**config.mk**
```make
export PLATFORM = sky130hd
export DESIGN_NAME = bus_arbiter
export DESIGN_NICKNAME = d
export VERILOG_FILES = /design/src/rtl/bus_arbiter.sv
export SDC_FILE = /design/constraint.sdc
export NUM_CORES = 1
export LEC_CHECK = 0
export CORE_UTILIZATION = 35
export DETAILED_ROUTE_END_ITERATION = 10
export DONT_BUFFER_PORTS = 1
export SETUP_SLACK_MARGIN = 0.4
export SYNTH_ARGS = -nofsm -noshare
export SYNTH_HDL_FRONTEND = slang
export SYNTH_SLANG_ARGS = --single-unit
export TNS_END_PERCENT = 50
```
**constraint.sdc**
```tcl
create_clock -name clk -period 3.3 [get_ports clk]
set_clock_uncertainty 0.2 [all_clocks]
set_input_delay 0.33 -clock clk [delete_from_list [all_inputs] [get_ports clk]]
set_output_delay 0.33 -clock clk [all_outputs]
set_load 0.05 [all_outputs]
```
**src/rtl/bus_arbiter.sv**
```systemverilog
// Round-robin arbiter granting N_REQ DMA requesters access to one memory read port.
// Each grant is held while the owner requests, up to MAX_HOLD cycles, then released for two cycles.
module bus_arbiter #(
  parameter int N_REQ    = 4,
  parameter int ADDR_W   = 14,
  parameter int DATA_W   = 10,
  parameter int MAX_HOLD = 8
) (
  input  logic                      clk,
  input  logic                      rst,
  input  logic [N_REQ-1:0]          req,
  input  logic [N_REQ*ADDR_W-1:0]   addr,
  output logic [N_REQ-1:0]          grant,
  output logic [DATA_W-1:0]         indata,
  output logic [ADDR_W-1:0]         mem_addr,
  output logic                      mem_rd,
  input  logic [DATA_W-1:0]         mem_rdata,
  output logic [$clog2(N_REQ)-1:0]  owner,
  output logic                      busy,
  output logic [1:0]                dbg_state
);

  localparam int OW = $clog2(N_REQ);
  localparam int HW = $clog2(MAX_HOLD + 1);

  typedef enum logic [1:0] {
    S_IDLE    = 2'd0,
    S_OWN     = 2'd1,
    S_RELEASE = 2'd2
  } state_t;

  state_t              r_state, w_state_nxt;
  logic [N_REQ-1:0]    r_grant, w_grant_nxt;
  logic [OW-1:0]       r_owner, w_owner_nxt;
  logic [OW-1:0]       r_rr_ptr, w_rr_nxt;
  logic [HW-1:0]       r_hold, w_hold_nxt;
  logic                r_mem_rd, w_rd_nxt;
  logic [ADDR_W-1:0]   r_mem_addr, w_maddr_nxt;
  logic                r_busy;
  logic [DATA_W-1:0]   r_indata;

  logic [ADDR_W-1:0]   w_addr_arr [N_REQ];
  logic                w_found;
  logic [OW-1:0]       w_winner;
  logic [OW:0]         w_sum;
  logic [OW-1:0]       w_idx;

  for (genvar g = 0; g < N_REQ; g++) begin : g_addr
    assign w_addr_arr[g] = addr[g*ADDR_W +: ADDR_W];
  end

  // First requester at or above rr_ptr, wrapping past N_REQ-1 back to 0.
  always_comb begin
    w_found  = 1'b0;
    w_winner = '0;
    w_sum    = '0;
    w_idx    = '0;
    for (int k = 0; k < N_REQ; k++) begin
      w_sum = {1'b0, r_rr_ptr} + (OW+1)'(k);
      if (w_sum >= (OW+1)'(N_REQ)) w_sum = w_sum - (OW+1)'(N_REQ);
      w_idx = w_sum[OW-1:0];
      if (!w_found && req[w_idx]) begin
        w_found  = 1'b1;
        w_winner = w_idx;
      end
    end
  end

  always_comb begin
    w_state_nxt = r_state;
    w_grant_nxt = '0;
    w_owner_nxt = r_owner;
    w_rr_nxt    = r_rr_ptr;
    w_hold_nxt  = r_hold;
    w_rd_nxt    = 1'b0;
    w_maddr_nxt = '0;
    case (r_state)
      S_IDLE: begin
        if (w_found) begin
          w_state_nxt = S_OWN;
          w_grant_nxt = N_REQ'(1) << w_winner;
          w_owner_nxt = w_winner;
          w_hold_nxt  = HW'(1);
          w_rd_nxt    = 1'b1;
          w_maddr_nxt = w_addr_arr[w_winner];
        end
      end
      S_OWN: begin
        if (!req[r_owner] || r_hold == HW'(MAX_HOLD)) begin
          w_state_nxt = S_RELEASE;
        end else begin
          w_grant_nxt = r_grant;
          w_rd_nxt    = 1'b1;
          w_maddr_nxt = w_addr_arr[r_owner];
          if (r_hold != HW'(MAX_HOLD)) w_hold_nxt = r_hold + HW'(1);
        end
      end
      S_RELEASE: begin
        w_state_nxt = S_IDLE;
        w_hold_nxt  = '0;
        w_rr_nxt    = (r_owner == OW'(N_REQ-1)) ? '0 : r_owner + OW'(1);
      end
      default: w_state_nxt = S_IDLE;
    endcase
  end

  always_ff @(posedge clk or negedge rst) begin
    if (!rst) begin
      r_state    <= S_IDLE;
      r_grant    <= '0;
      r_owner    <= '0;
      r_rr_ptr   <= '0;
      r_hold     <= '0;
      r_mem_rd   <= 1'b0;
      r_mem_addr <= '0;
      r_busy     <= 1'b0;
      r_indata   <= '0;
    end else begin
      r_state    <= w_state_nxt;
      r_grant    <= w_grant_nxt;
      r_owner    <= w_owner_nxt;
      r_rr_ptr   <= w_rr_nxt;
      r_hold     <= w_hold_nxt;
      r_mem_rd   <= w_rd_nxt;
      r_mem_addr <= w_maddr_nxt;
      r_busy     <= |w_grant_nxt;
      r_indata   <= r_mem_rd ? mem_rdata : '0;
    end
  end

  assign grant     = r_grant;
  assign indata    = r_indata;
  assign mem_addr  = r_mem_addr;
  assign mem_rd    = r_mem_rd;
  assign owner     = r_owner;
  assign busy      = r_busy;
  assign dbg_state = r_state;

endmodule

```
Word level (Yosys, flattened, before mapping) --
Cells that the tools add are included.
Cells by class: eq/ne operators 9, bitwise gates (word level) 2, order comparisons 11, muxes and demuxes 46, reductions and logical operators 14, shifts and indexed selects 1, $add $sub $neg 9
Operators by type and width (count):
- 2-to-1 mux 14 bit | 6
- binary-select mux 14 bit (select 2 bit) | 2
- case mux 14 bit (2 select lines) | 1
- 2-to-1 mux 2 bit | 11
- 2-to-1 mux 4 bit | 5
- greater-or-equal comparator 3 bit, second input constant | 5
- less-than comparator 2 x 3 -> 1 bit, second input constant | 5
- case mux 4 bit (3 select lines) | 1
- 2-to-1 mux 1 bit | 11
- binary-select mux 1 bit (select 2 bit) | 5
- 2-to-1 mux 10 bit | 1
- inequality test 2 bit, second input constant | 4
- case mux 4 bit (2 select lines) | 1
- subtractor 2 x 1 -> 2 bit, second input constant | 4
- adder 2 x 2 -> 3 bit, second input constant | 2
- NOT 2 -> 3 bit | 2
- adder 4 x 1 -> 4 bit, second input constant | 1
- == test 2 bit, second input constant | 2
- == test 4 bit, second input constant | 1
- zero test 1 bit | 4
- inequality test 4 bit, second input constant | 1
- case mux 2 bit (2 select lines) | 1
- AND reduction 2 bit | 2
- AND reduction 4 bit | 1
- 11 further kinds | 13
Storage, ports and cells: logic and storage cells 101, bits of input ports 72, flip-flop bits (word level) 40, output and inout bits 34

Longest topological paths before layout --
word-level depth 20, gate-level depth with buffers 8, gate-level depth less buffers 7

Worst setup path before layout --
Ideal clock, no wire load.
path type register -> register, start register r_owner[0], in the netlist owner[0], end register r_busy, in the netlist busy, clock period less this slack 2602 ps, setup time 139 ps, data arrival time 2263 ps, data required time 2961 ps, stages on the path, launching flop included 7, buffers on the path 2, setup slack 698 ps, cells stage by stage dfrtp_1 buf_6 mux4_2 and3_4 buf_6 a32o_1 or4_1
Between the ends: word-level cells in the longest chain between the ends 7
Ends and longest elaborated chain:
- start, declared | line 34 | logic [OW-1:0] r_owner, w_owner_nxt;
- start signal, assigned | line 121 | r_owner <= w_owner_nxt;
- binary-select mux 1 bit (select 2 bit) | line 89 | if (!req[r_owner] || r_hold == HW'(MAX_HOLD)) begin
- 2-to-1 mux 1 bit (implied by the code) | line 89
- zero test 1 bit | line 89
- logical OR 1 bit | line 89
- 2-to-1 mux 4 bit | line 89
- case mux 4 bit (2 select lines) | line 77 | case (r_state)
- via w_grant_nxt[1] | line 33 | logic [N_REQ-1:0] r_grant, w_grant_nxt;
- OR reduction 4 bit | line 126 | r_busy <= |w_grant_nxt;
- end signal, assigned | line 126
- end, declared | line 39 | logic r_busy;
The timed path passes the listed nets, and every way through them passes these cells. The select of a mux whose other input is x is not followed. A chain may end at the register's enable or synchronous reset.

Worst setup path after layout --
start register r_rr_ptr[1], end register r_busy, in the netlist busy
Between the ends: word-level cells in the longest chain between the ends 18, elaborated cells on any way between the ends 41, classes of those cells 7 x add/sub; 4 x order compare; 1 x shift; 22 x mux; 7 x reduce/logical
Ends and longest elaborated chain:
- start, declared | line 35 | logic [OW-1:0] r_rr_ptr, w_rr_nxt;
- start signal, assigned | line 122 | r_rr_ptr <= w_rr_nxt;
- branches (longest 15 deep; another with adder 2 x 1 -> 3 bit)
- 2-to-1 mux 4 bit (*) | line 79 | if (w_found) begin
- case mux 4 bit (2 select lines) (*) | line 77
- via w_grant_nxt[2] | line 33
- OR reduction 4 bit (*) | line 126
Mark *: on every way through the listed nets, which the timed path passes. The select of a mux whose other input is x is not followed.

==> key figures <==
CTS
  – H-tree Lvls: 2
  – Clk_lat worst skew: 290 ps
  – Total CTS buffers: 5
  – Worst-path clk slew: 80 ps
  – Root Buffer: clkbuf_8
  – Post CTS Setup Buffer Count: 0
  – Clock sinks: 40
  – CTS tree: yes
  – Clock Path Buffers: 2

GRT
  – Global-route wire length before repair: 8900 µm
  – Vias in the first global route: 1846
  – Overall Global Routing Usage: between 10% and 20%
  – Initial antenna violation count: 0
  – Total gr overflow: 0
  – Largest net degree at the start of global routing: 41

Layout
  – Post-Route Utilization: 41.1%
  – Fin nets: 299
  – Design area: 0.00278 mm²
  – Layout area overhead: 13.7%
  – N_diodes: 0
  – Share of layout cells above drive strength 1: between 10% and 20%

Yosys
  – Synthesized area: 0.00244 mm²
  – Netlist cell types: 36
  – Post-Syn Instances: 208
  – Syn. warnings: 0
  – Synth async-reset ratio: 100%
  – Post-synthesis sequential area ratio: roughly two fifths
  – Syn Nets: 287
  – Top_reg_cell synth: dfrtp_1
  – Avg Cell Area, Syn: 11.7 µm²
  – Post-synth EDFFs: 0
  – Synthesized flop and latch total: 40

Run
  – Max_cap viols: 0

Route
  – DR pass1 iterations: 5
  – Routed wire length per instance: 18.4 µm
  – Routed vias: 1764
  – Vias/cell: 5.86
  – DRT iter0 DRCs: 48
  – Residual DRC: 0
  – Antenna-violating nets left: 0
  – Post-Route WL: 5540 µm

Timing
  – Worst slew margin: 48.2%
  – Final setup vio count: 0
  – Final period utilization: 77.2%
  – RSZ-0062 raised after global routing: no
  – Fmax: 392 MHz
  – Final Max Tran Viols: 0
  – Worst-Margin Slew: about 780 ps
  – Final min period: 2550 ps
  – Final hold vios: 0
  – Post-route setup TNS: 0 ps

Worst setup path
  – CP max FO: 11
  – Data required, critical path: 3260 ps
  – FF-to-FF Start: r_rr_ptr[1]
  – Crit path from: r_rr_ptr[1]
  – Worst setup EP type: flop
  – Crit start category: flop
  – Setup Crit Path Kind: reg -> reg
  – Worst path arrival time: 2510 ps

Hold path
  – Min-delay worst type: in -> reg
  – HP Start: addr[28]

Place
  – Placer Congestion: 0.771
  – Placed Area: 0.00253 mm²
  – Half-perimeter wire length after placement: 3920 µm
  – I/O Buffers: 0

Power and ir drop
  – Leak Pwr: 0.00121 µW
  – Pwr/cell area: roughly 1000 mW/mm²
  – Maximum VDD drop: 0.257 mV

Floorplanning
  – Initial cell density of the core: a little over a third
  – Total die area: 0.00731 mm²
  – Core Area: 0.00676 mm²
  – # IOs: between 100 and 150
  – Die span in y: 85.5 µm
  – Rows: 30
  – Die W: 85.5 µm

Outcome
  – Status: finished, final reports clean
[metal layers]
metal  up-vias  global-route usage [%]  part of all wire [%]  wire length, µm
li1        813                       -                     -                -
met1       869                    17.7                    40             2220
met2        78                    27.9                    51             2840
met3         4                    5.68                   7.6              421
met4         0                    4.39                   1.1               59
met5         -                       0                     0                0
[metrics by stage]
step	hold WS [ps]	instances	setup WS [ps]	total power, µW
2_1_floorplan	-166	208	698	2220
3_5_place_dp	-165	281	758	2480
3_3_place_gp	-165	281	780	2450
4_1_cts	62.2	301	739	2920
5_1_grt	62.9	301	601	3060
6_report	74.4	301	751	2870
[path summary, 6_finish.rpt]
kind	to	slack, ps	cells after the start
max	busy	750	5
min	mem_addr[0]	70	2
max reg2reg	busy	750	5
min reg2reg	r_hold[3]	370	1
max in group asynchronous	mem_addr[1]	2410	2
min in group asynchronous	indata[8]	300	2
[cell usage after synthesis (all sizes together), types with 2 or more instances]
master  instances  area [µm²]
dfrtp          40        1000
mux2i          28         280
nand2          25        93.8
mux4           15         353
o221ai         14         123
and2           12        75.1
ha              7        87.6
inv             7        26.3
nor2            7        26.3
buf             6        50.0
clkbuf          6        22.5
o21ai           6        30.0
a22o            5        43.8
a32o            4        40.0
a21oi           3        15.0
nand2b          3        18.8
nor2b           3        18.8
a21o            2        15.0
a311oi          2        23.8
nand3           2        10.0
nor3            2        10.0
[registers in the layout (all words and copies together), names as in the netlist]
| signal | flops |
|---|---|
| mem_rd | 1 |
| r_hold | 4 |
| owner | 2 |
| indata | 10 |
| busy | 1 |
| grant | 4 |
| mem_addr | 14 |
| dbg_state | 2 |
| r_rr_ptr | 2 |
[worst max-delay path, cell delays in order (launching register included)]
cell and delay, ps:
dfrtp_1 460, nor2b_1 160, o21a_1 190, a311oi_4 700, o21ai_1 170, or4_1 540
[cell type report]
type / count / area (µm²)
clock buffers: 5 / 68.8
clock inverters: 3 / 46.3
fillers: 651 / 3980
inverters: 7 / 26.3
multi-input cells: 149 / 1350
flip-flops and latches: 40 / 1000
well taps: 80 / 100
repair buffers: 17 / 180
[cells by family (layout without fill, tap and decap cells)]
group,count (synthesis),count (layout),share of synthesized area (%)
compound gates,39,39,12.9
fa+ha+maj,7,7,3.59
simple gates,59,59,12.0
buf+inv,19,32,4.05
mux,44,44,26.4
flops,40,40,41.0
[cell usage in the layout, fill, tap and decap left out, types with 2 or more instances in the layout]
cell type / synthesis / layout
a21o_1: 2 / 2
buf_4: 1 / 4
o21ai_1: 2 / 2
nor3_1: 2 / 2
mux4_1: 4 / 4
dlygate4sd3_1: 0 / 11
o21ai_0: 4 / 4
nor2_1: 7 / 7
inv_1: 7 / 7
mux4_2: 11 / 11
nand2_1: 25 / 25
nand2b_1: 3 / 3
and2_1: 12 / 12
dfrtp_1: 40 / 40
o221ai_1: 14 / 14
clkbuf_8: 0 / 5
a22o_1: 5 / 5
nor2b_1: 3 / 3
buf_12: 0 / 2
a21oi_1: 3 / 3
mux2i_1: 28 / 28
nand3_1: 2 / 2
a32o_1: 4 / 4
ha_1: 7 / 7
[where the power goes]
group / switching (µW) / leakage (µW) / total (µW) / internal [µW]
combinational: 607 / 0.000640 / 1140 / 533
sequential: 660 / 0.000513 / 1330 / 668
clock: 176 / 0.0000548 / 403 / 228
total: 1440 / 0.00121 / 2870 / 1430
[timing repair]
action,4_1_cts,5_1_grt
endpoints found under the hold margin,50,0
hold buffers,12,0
gates resized for setup,0,0
Power figures use the tool's default switching activity.
